<file path="src/rtl/sa_pkg.sv">
// sa_pkg: shared constants and types for the systolic-array result path.
//   SIZE      : rows and columns per matrix
//   Y_WIDTH   : element width of the result matrix
//   ROW_IDX_W : width of a row index (at least 1 bit)
//   row_t     : one result row, indexed [col]
//   occ_e     : occupancy of the two-slot drain buffer
package sa_pkg;

  localparam int SIZE      = 4;
  localparam int Y_WIDTH   = 16;
  localparam int ROW_IDX_W = (SIZE > 1) ? $clog2(SIZE) : 1;

  typedef logic [SIZE-1:0][Y_WIDTH-1:0] row_t;

  typedef enum logic [1:0] {
    OCC_EMPTY = 2'd0,
    OCC_ONE   = 2'd1,
    OCC_FULL  = 2'd2
  } occ_e;

  // Index width for an arbitrary array dimension (never zero bits).
  function automatic int idx_width(input int n);
    return (n > 1) ? $clog2(n) : 1;
  endfunction

endpackage

</file>
<file path="src/rtl/sa_drain.sv">
// sa_drain: converts whole result matrices from the systolic array into a
// row-per-handshake stream. Two matrices can be buffered (ping-pong); a
// third arriving while both slots are occupied is dropped and flagged.
//
// Ports
//   clk          : single clock, rising edge
//   rst_n        : synchronous active-low reset
//   i_matrix_vld : one-cycle strobe, i_matrix holds a complete matrix
//   i_matrix     : result matrix, indexed [row][col]
//   o_row_vld    : o_row holds a valid row
//   i_row_rdy    : consumer accepts the row when high with o_row_vld
//   o_row        : current row, indexed [col]; zero when not valid
//   o_row_idx    : row number of o_row
//   o_row_last   : o_row is the final row of its matrix
//   o_busy       : at least one matrix is buffered
//   o_ovf        : sticky, a matrix was dropped
//   i_ovf_clr    : clears o_ovf
import sa_pkg::*;

module sa_drain #(
  parameter int SIZE    = sa_pkg::SIZE,
  parameter int Y_WIDTH = sa_pkg::Y_WIDTH
) (
  input  logic                                      clk,
  input  logic                                      rst_n,
  input  logic                                      i_matrix_vld,
  input  logic [SIZE-1:0][SIZE-1:0][Y_WIDTH-1:0]    i_matrix,
  output logic                                      o_row_vld,
  input  logic                                      i_row_rdy,
  output logic [SIZE-1:0][Y_WIDTH-1:0]              o_row,
  output logic [sa_pkg::idx_width(SIZE)-1:0]        o_row_idx,
  output logic                                      o_row_last,
  output logic                                      o_busy,
  output logic                                      o_ovf,
  input  logic                                      i_ovf_clr
);

  localparam int IDX_W = sa_pkg::idx_width(SIZE);
  localparam logic [IDX_W-1:0] LAST_IDX = IDX_W'(SIZE - 1);

  typedef logic [SIZE-1:0][Y_WIDTH-1:0] lrow_t;
  typedef lrow_t [SIZE-1:0]             lmat_t;

  // Ping-pong storage; contents are only observed through a valid slot,
  // so it carries no reset.
  lmat_t            slot_r [2];

  occ_e             state_r;
  occ_e             state_nxt_s;
  logic             wr_ptr_r;
  logic             wr_ptr_nxt_s;
  logic             rd_ptr_r;
  logic             rd_ptr_nxt_s;
  logic [IDX_W-1:0] row_cnt_r;
  logic [IDX_W-1:0] row_cnt_nxt_s;

  logic             pop_s;
  logic             last_pop_s;
  logic             wr_en_s;
  logic             ovf_set_s;

  logic             row_vld_r;
  logic             row_vld_nxt_s;
  lrow_t            row_r;
  lrow_t            row_nxt_s;
  logic [IDX_W-1:0] row_idx_r;
  logic             row_last_r;
  logic             row_last_nxt_s;
  logic             busy_r;
  logic             ovf_r;
  logic             ovf_nxt_s;

  // Handshake decode: a pop of the final row frees a slot in the same cycle,
  // which lets a capture in FULL be accepted instead of dropped.
  always_comb begin
    pop_s      = (state_r != OCC_EMPTY) && i_row_rdy;
    last_pop_s = pop_s && (row_cnt_r == LAST_IDX);
    wr_en_s    = i_matrix_vld && ((state_r != OCC_FULL) || last_pop_s);
    ovf_set_s  = i_matrix_vld && (state_r == OCC_FULL) && !last_pop_s;
  end

  // Occupancy FSM next state plus pointer/row-counter next values.
  always_comb begin
    state_nxt_s   = state_r;
    wr_ptr_nxt_s  = wr_ptr_r;
    rd_ptr_nxt_s  = rd_ptr_r;
    row_cnt_nxt_s = row_cnt_r;

    case (state_r)
      OCC_EMPTY: begin
        if (wr_en_s) begin
          state_nxt_s = OCC_ONE;
        end else begin
          state_nxt_s = OCC_EMPTY;
        end
      end
      OCC_ONE: begin
        if (wr_en_s && !last_pop_s) begin
          state_nxt_s = OCC_FULL;
        end else if (!wr_en_s && last_pop_s) begin
          state_nxt_s = OCC_EMPTY;
        end else begin
          state_nxt_s = OCC_ONE;
        end
      end
      OCC_FULL: begin
        if (last_pop_s && !wr_en_s) begin
          state_nxt_s = OCC_ONE;
        end else begin
          state_nxt_s = OCC_FULL;
        end
      end
      default: begin
        state_nxt_s = OCC_EMPTY;
      end
    endcase

    if (wr_en_s) begin
      wr_ptr_nxt_s = ~wr_ptr_r;
    end else begin
      wr_ptr_nxt_s = wr_ptr_r;
    end

    if (last_pop_s) begin
      rd_ptr_nxt_s  = ~rd_ptr_r;
      row_cnt_nxt_s = '0;
    end else if (pop_s) begin
      rd_ptr_nxt_s  = rd_ptr_r;
      row_cnt_nxt_s = row_cnt_r + IDX_W'(1);
    end else begin
      rd_ptr_nxt_s  = rd_ptr_r;
      row_cnt_nxt_s = row_cnt_r;
    end
  end

  // Next output row. The slot being written this cycle can only be the one
  // the read side lands on when it holds no older data (buffer empty, or the
  // last row of the only matrix is popping), so bypass i_matrix in that case.
  always_comb begin
    row_vld_nxt_s  = (state_nxt_s != OCC_EMPTY);
    row_nxt_s      = '0;
    row_last_nxt_s = row_vld_nxt_s && (row_cnt_nxt_s == LAST_IDX);

    if (!row_vld_nxt_s) begin
      row_nxt_s = '0;
    end else if (wr_en_s && (wr_ptr_r == rd_ptr_nxt_s)) begin
      row_nxt_s = i_matrix[row_cnt_nxt_s];
    end else begin
      row_nxt_s = slot_r[rd_ptr_nxt_s][row_cnt_nxt_s];
    end
  end

  // Sticky overflow: a same-cycle drop wins over a clear.
  always_comb begin
    if (ovf_set_s) begin
      ovf_nxt_s = 1'b1;
    end else if (i_ovf_clr) begin
      ovf_nxt_s = 1'b0;
    end else begin
      ovf_nxt_s = ovf_r;
    end
  end

  // Occupancy FSM state register and pointers.
  always_ff @(posedge clk) begin
    if (!rst_n) begin
      state_r   <= OCC_EMPTY;
      wr_ptr_r  <= 1'b0;
      rd_ptr_r  <= 1'b0;
      row_cnt_r <= '0;
    end else begin
      state_r   <= state_nxt_s;
      wr_ptr_r  <= wr_ptr_nxt_s;
      rd_ptr_r  <= rd_ptr_nxt_s;
      row_cnt_r <= row_cnt_nxt_s;
    end
  end

  // Matrix capture into the slot selected by the write pointer.
  always_ff @(posedge clk) begin
    if (rst_n && wr_en_s) begin
      slot_r[wr_ptr_r] <= i_matrix;
    end
  end

  // Registered output stage.
  always_ff @(posedge clk) begin
    if (!rst_n) begin
      row_vld_r  <= 1'b0;
      row_r      <= '0;
      row_idx_r  <= '0;
      row_last_r <= 1'b0;
      busy_r     <= 1'b0;
      ovf_r      <= 1'b0;
    end else begin
      row_vld_r  <= row_vld_nxt_s;
      row_r      <= row_nxt_s;
      row_idx_r  <= row_vld_nxt_s ? row_cnt_nxt_s : '0;
      row_last_r <= row_last_nxt_s;
      busy_r     <= row_vld_nxt_s;
      ovf_r      <= ovf_nxt_s;
    end
  end

  assign o_row_vld  = row_vld_r;
  assign o_row      = row_r;
  assign o_row_idx  = row_idx_r;
  assign o_row_last = row_last_r;
  assign o_busy     = busy_r;
  assign o_ovf      = ovf_r;

endmodule
</file>
<file path="config.mk">
export PLATFORM = sky130hd
export DESIGN_NAME = sa_drain
export DESIGN_NICKNAME = d
export VERILOG_FILES = /design/src/rtl/sa_pkg.sv /design/src/rtl/sa_drain.sv
export SDC_FILE = /design/constraint.sdc
export NUM_CORES = 1
export LEC_CHECK = 0
export BUFFER_PORTS_ARGS = -buffer_cell sky130_fd_sc_hd__buf_2
export CAP_MARGIN = 0
export CORE_ASPECT_RATIO = 1.25
export CORE_MARGIN = 1.5
export CORE_UTILIZATION = 58
export CTS_CLUSTER_SIZE = 12
export DETAILED_ROUTE_END_ITERATION = 10
export GPL_TIMING_DRIVEN = 1
export MAX_ROUTING_LAYER = met4
export PLACE_DENSITY = 0.8
export SYNTH_ARGS = -nofsm -noshare
export SYNTH_HDL_FRONTEND = slang
export SYNTH_SLANG_ARGS = --single-unit
</file>
<file path="constraint.sdc">
create_clock -name clk -period 14.17 [get_ports clk]
set_input_delay 0.7085 -clock clk [delete_from_list [all_inputs] [get_ports clk]]
set_output_delay 0.7085 -clock clk [all_outputs]
set_load 0.02 [all_outputs]
</file>
==> summary.txt <==
STA
  • RSZ-0062 raised after global routing: no
  • Slew Limit Headroom: 0.204
  • Period Utilization, post-route: 0.306
  • Clk_skew: 17.5 ps
  • Max Fclk: 0.230 GHz
  • Final setup vio count: 0
  • Min cycle time layout: 4340 ps
  • Final Max Slew Viols: 0
  • Worst slew pin tran: 1190 ps
  • Final Hold Violating Endpoints: 0
  • Final TNS setup: 0 ps

Synthesis
  • Area leader, netlist: edfxtp_1
  • Top-area cell type share of the netlist area: 0.593
  • Main synth FF type: edfxtp_1
  • Post-synthesis instance area: 0.0259 mm^2
  • Flops & latches, synth: 587
  • Syn nets: 1860
  • Asr flop ratio synth: 0
  • Syn_area_per_cell: 16.2 um^2
  • Netlist cell types: 44
  • Post-synth EDFFs: 512
  • Part of the Yosys area used for sequential elements: 0.651
  • Post-Syn Instances: 1596
  • Largest cells by area after synthesis: edfxtp_1, mux2i_1, dfxtp_1
  • Synth warnings: 0

Power
  • Net Sw Frac: 0.241
  • VDD IR max: 107 uV
  • Clock share of power: 0.352
  • Static Leak: 11.5 nW
  • Pint: 2.95 mW
  • Combinational power share: 0.132
  • Psw: 938 uW
  • Flop pwr share: 0.517
  • P per Cell Area: 132 mW/mm^2

Clock tree
  • Clock sinks: 587
  • Clk buf depth: 3
  • Clock-pin slew on the worst setup and hold paths: 60 ps
  • Post-CTS Repair Setup Buffers: 0
  • Total CTS buffers: 56
  • TritonCTS clock tree: built
  • CTS root buffer: clkbuf_16
  • CTS H-tree depth: 2
  • Worst skew pair latency: 580 ps
  • # resized after CTS: 0
  • Post-CTS Hold Buffers: 0

Global routing
  • Initial antenna violation count: 23
  • Number of global-route vias before repair: 16646
  • First-pass GRT wire length: 93000 um
  • Largest net degree at the start of global routing: 131
  • Grt total ovfl: 0
  • Gr usage total: 0.277

Route
  • Iteration-0 DRC count of the detailed router: 1193
  • Pre-antenna DRT Iters: 5
  • Via density: 6.39
  • Avg WL per Cell: 24.9 um
  • Post-route DRC violation count: 0
  • Post-DRT Antenna Nets: 0
  • WL final: 62800 um
  • DR vias: 16152

Critical path
  • Crit path DAT: 4550 ps
  • Terminus of the critical flop-to-flop path: slot_r[1][4]
  • Reg-to-reg startpoint: row_cnt_r[0]
  • Worst r2r path cells: 6
  • Worst Setup EP: slot_r[1][4]
  • Most frequent CP cell: buf_4
  • Crit path from: row_cnt_r[0]
  • Largest fanout on the critical path: 80
  • CP Class: flop to flop
  • CP Data Required Time: 14380 ps
  • CP Cell Sequence: ha_1 -> nand2_1 -> a21boi_2 -> and3_4 -> buf_4 -> buf_4
  • Slowest-stage cell, CP: and3_4
  • R2r setup slk: 9830 ps
  • CP Launch Type: flop
  • Crit. End Element: flop
  • Crit-path max cell delay: 1070 ps

Finish
  • Leading cell types in the layout, fill and taps excluded: edfxtp_1, mux2i_1, buf_2
  • Fraction of layout cells with a size suffix above 1: 0.260
  • Filler cells: 3047
  • Post-layout nets: 2150
  • Fin util: 0.668
  • Commonest non-fill, non-tap cell in the layout: edfxtp_1
  • Area of the multi-input gates: 0.00832 mm^2
  • Register Area: 0.0169 mm^2
  • Area Growth Syn to Fin: 13.7%

Min path
  • Worst hold stages: 1
  • Worst min path class: primary input to flop

Floorplan
  • Core Box Area: 0.0441 mm^2
  • Die width: 192 um
  • Cell row count: 86
  • I/O Pins: 331
  • Die Footprint: 0.0460 mm^2
  • Starting Density: 0.587
  • Die height: 239 um

Run status
  • Status: finished clean

Run
  • Total of max-cap violations: 0

Placed design
  • GPL Wtd Cong: 0.807
  • IO Port Bufs: 330
  • Post-DP HPWL: 36600 um
[synthesized netlist by cell type, types with 3 or more instances]
cell type    n
mux2i_4      3
buf_2       69
a21oi_1     66
mux4_2      64
and2_1       5
dfxtp_1     75
buf_12       7
nor2b_1      6
edfxtp_1   512
buf_4        6
o21ai_0      3
o221ai_2     4
inv_1        5
nand2_1     68
clkbuf_1    22
ha_1         3
mux2i_1    383
nor2_1      68
buf_6       13
o22a_1      63
o221ai_1   122
[how the worst min path moves through the flow]
| stage | start | to |
|---|---|---|
| 3_3_place_gp | o_ovf | o_ovf |
| 6_report | i_matrix[108] | slot_r[0][108] |
| 4_1_cts | i_matrix[75] | slot_r[0][75] |
| 2_1_floorplan | wr_ptr_r | wr_ptr_r |
| 5_1_grt | i_matrix[209] | slot_r[0][209] |
| 3_5_place_dp | o_ovf | o_ovf |
[sequential cells by signal (all words and copies together), names as in the netlist]
signal,flops
row_cnt_r,2
o_row,64
o_ovf,1
slot_r,512
wr_ptr_r,1
o_row_idx,2
state_r,2
o_busy,1
rd_ptr_r,1
o_row_last,1
[power by group through the flow]
| stage | combinational [mW] | sequential (mW) | clock, mW |
|---|---|---|---|
| after floorplan | 0.312 | 2.09 | 0 |
| final | 0.512 | 2.01 | 1.37 |
| after global routing | 0.546 | 2.01 | 1.46 |
| after detailed placement | 0.509 | 2.04 | 0 |
| after global placement | 0.495 | 2.04 | 0 |
| after CTS | 0.513 | 2.01 | 1.39 |
[per-layer routing]
layer | vias up | GRT usage | share of wire
met5 | - | - | 0
met4 | 0 | 0.135 | 0.038
met3 | 167 | 0.0400 | 0.071
met2 | 779 | 0.456 | 0.52
met1 | 8137 | 0.336 | 0.38
li1 | 7069 | - | -
[critical path: cells and delay by family (launching register included)]
kind	cells	cell delay, ps
AOI/OAI and AO/OA	1	390
buffers and inverters	2	1470
and+or+nand+nor	2	1190
DFF	1	510
adders and majority gates	1	400
[kinds of logic (layout without fill, tap and decap cells)]
kind of cell	count (synthesis)	count (layout)	synth area share
compound gates	266	266	0.0813
flops	587	587	0.651
other cells	0	27	0
xor+xnor	4	4	0.00261
mux	451	451	0.207
simple gates	160	160	0.0262
fa+ha+maj	3	3	0.00145
buf+inv	125	456	0.0307
[per-stage QoR]
step                power [mW]  setup WS, ps  hold slack (ps)  instances  area [um^2]
floorplan                 2.40          1530              585       1596        25900
global placement          2.53          9970              544       2400        27800
detailed placement        2.55          9820              599       2400        27800
CTS                       3.91          9820              297       2499        29400
global route              4.02          9580              300       2522        29500
finish                    3.89          9830              324       2526        29500
[area by class of cell]
type,instances,area share
Tap cell,572,0.0243
Sequential cell,587,0.573
Inverter,6,0.000849
Clock buffer,95,0.0539
Multi-Input combinational cell,884,0.282
Timing Repair Buffer,351,0.0622
Antenna cell,27,0.00229
Clock inverter,4,0.00153
No activity file was read; power rests on OpenSTA's default activity.
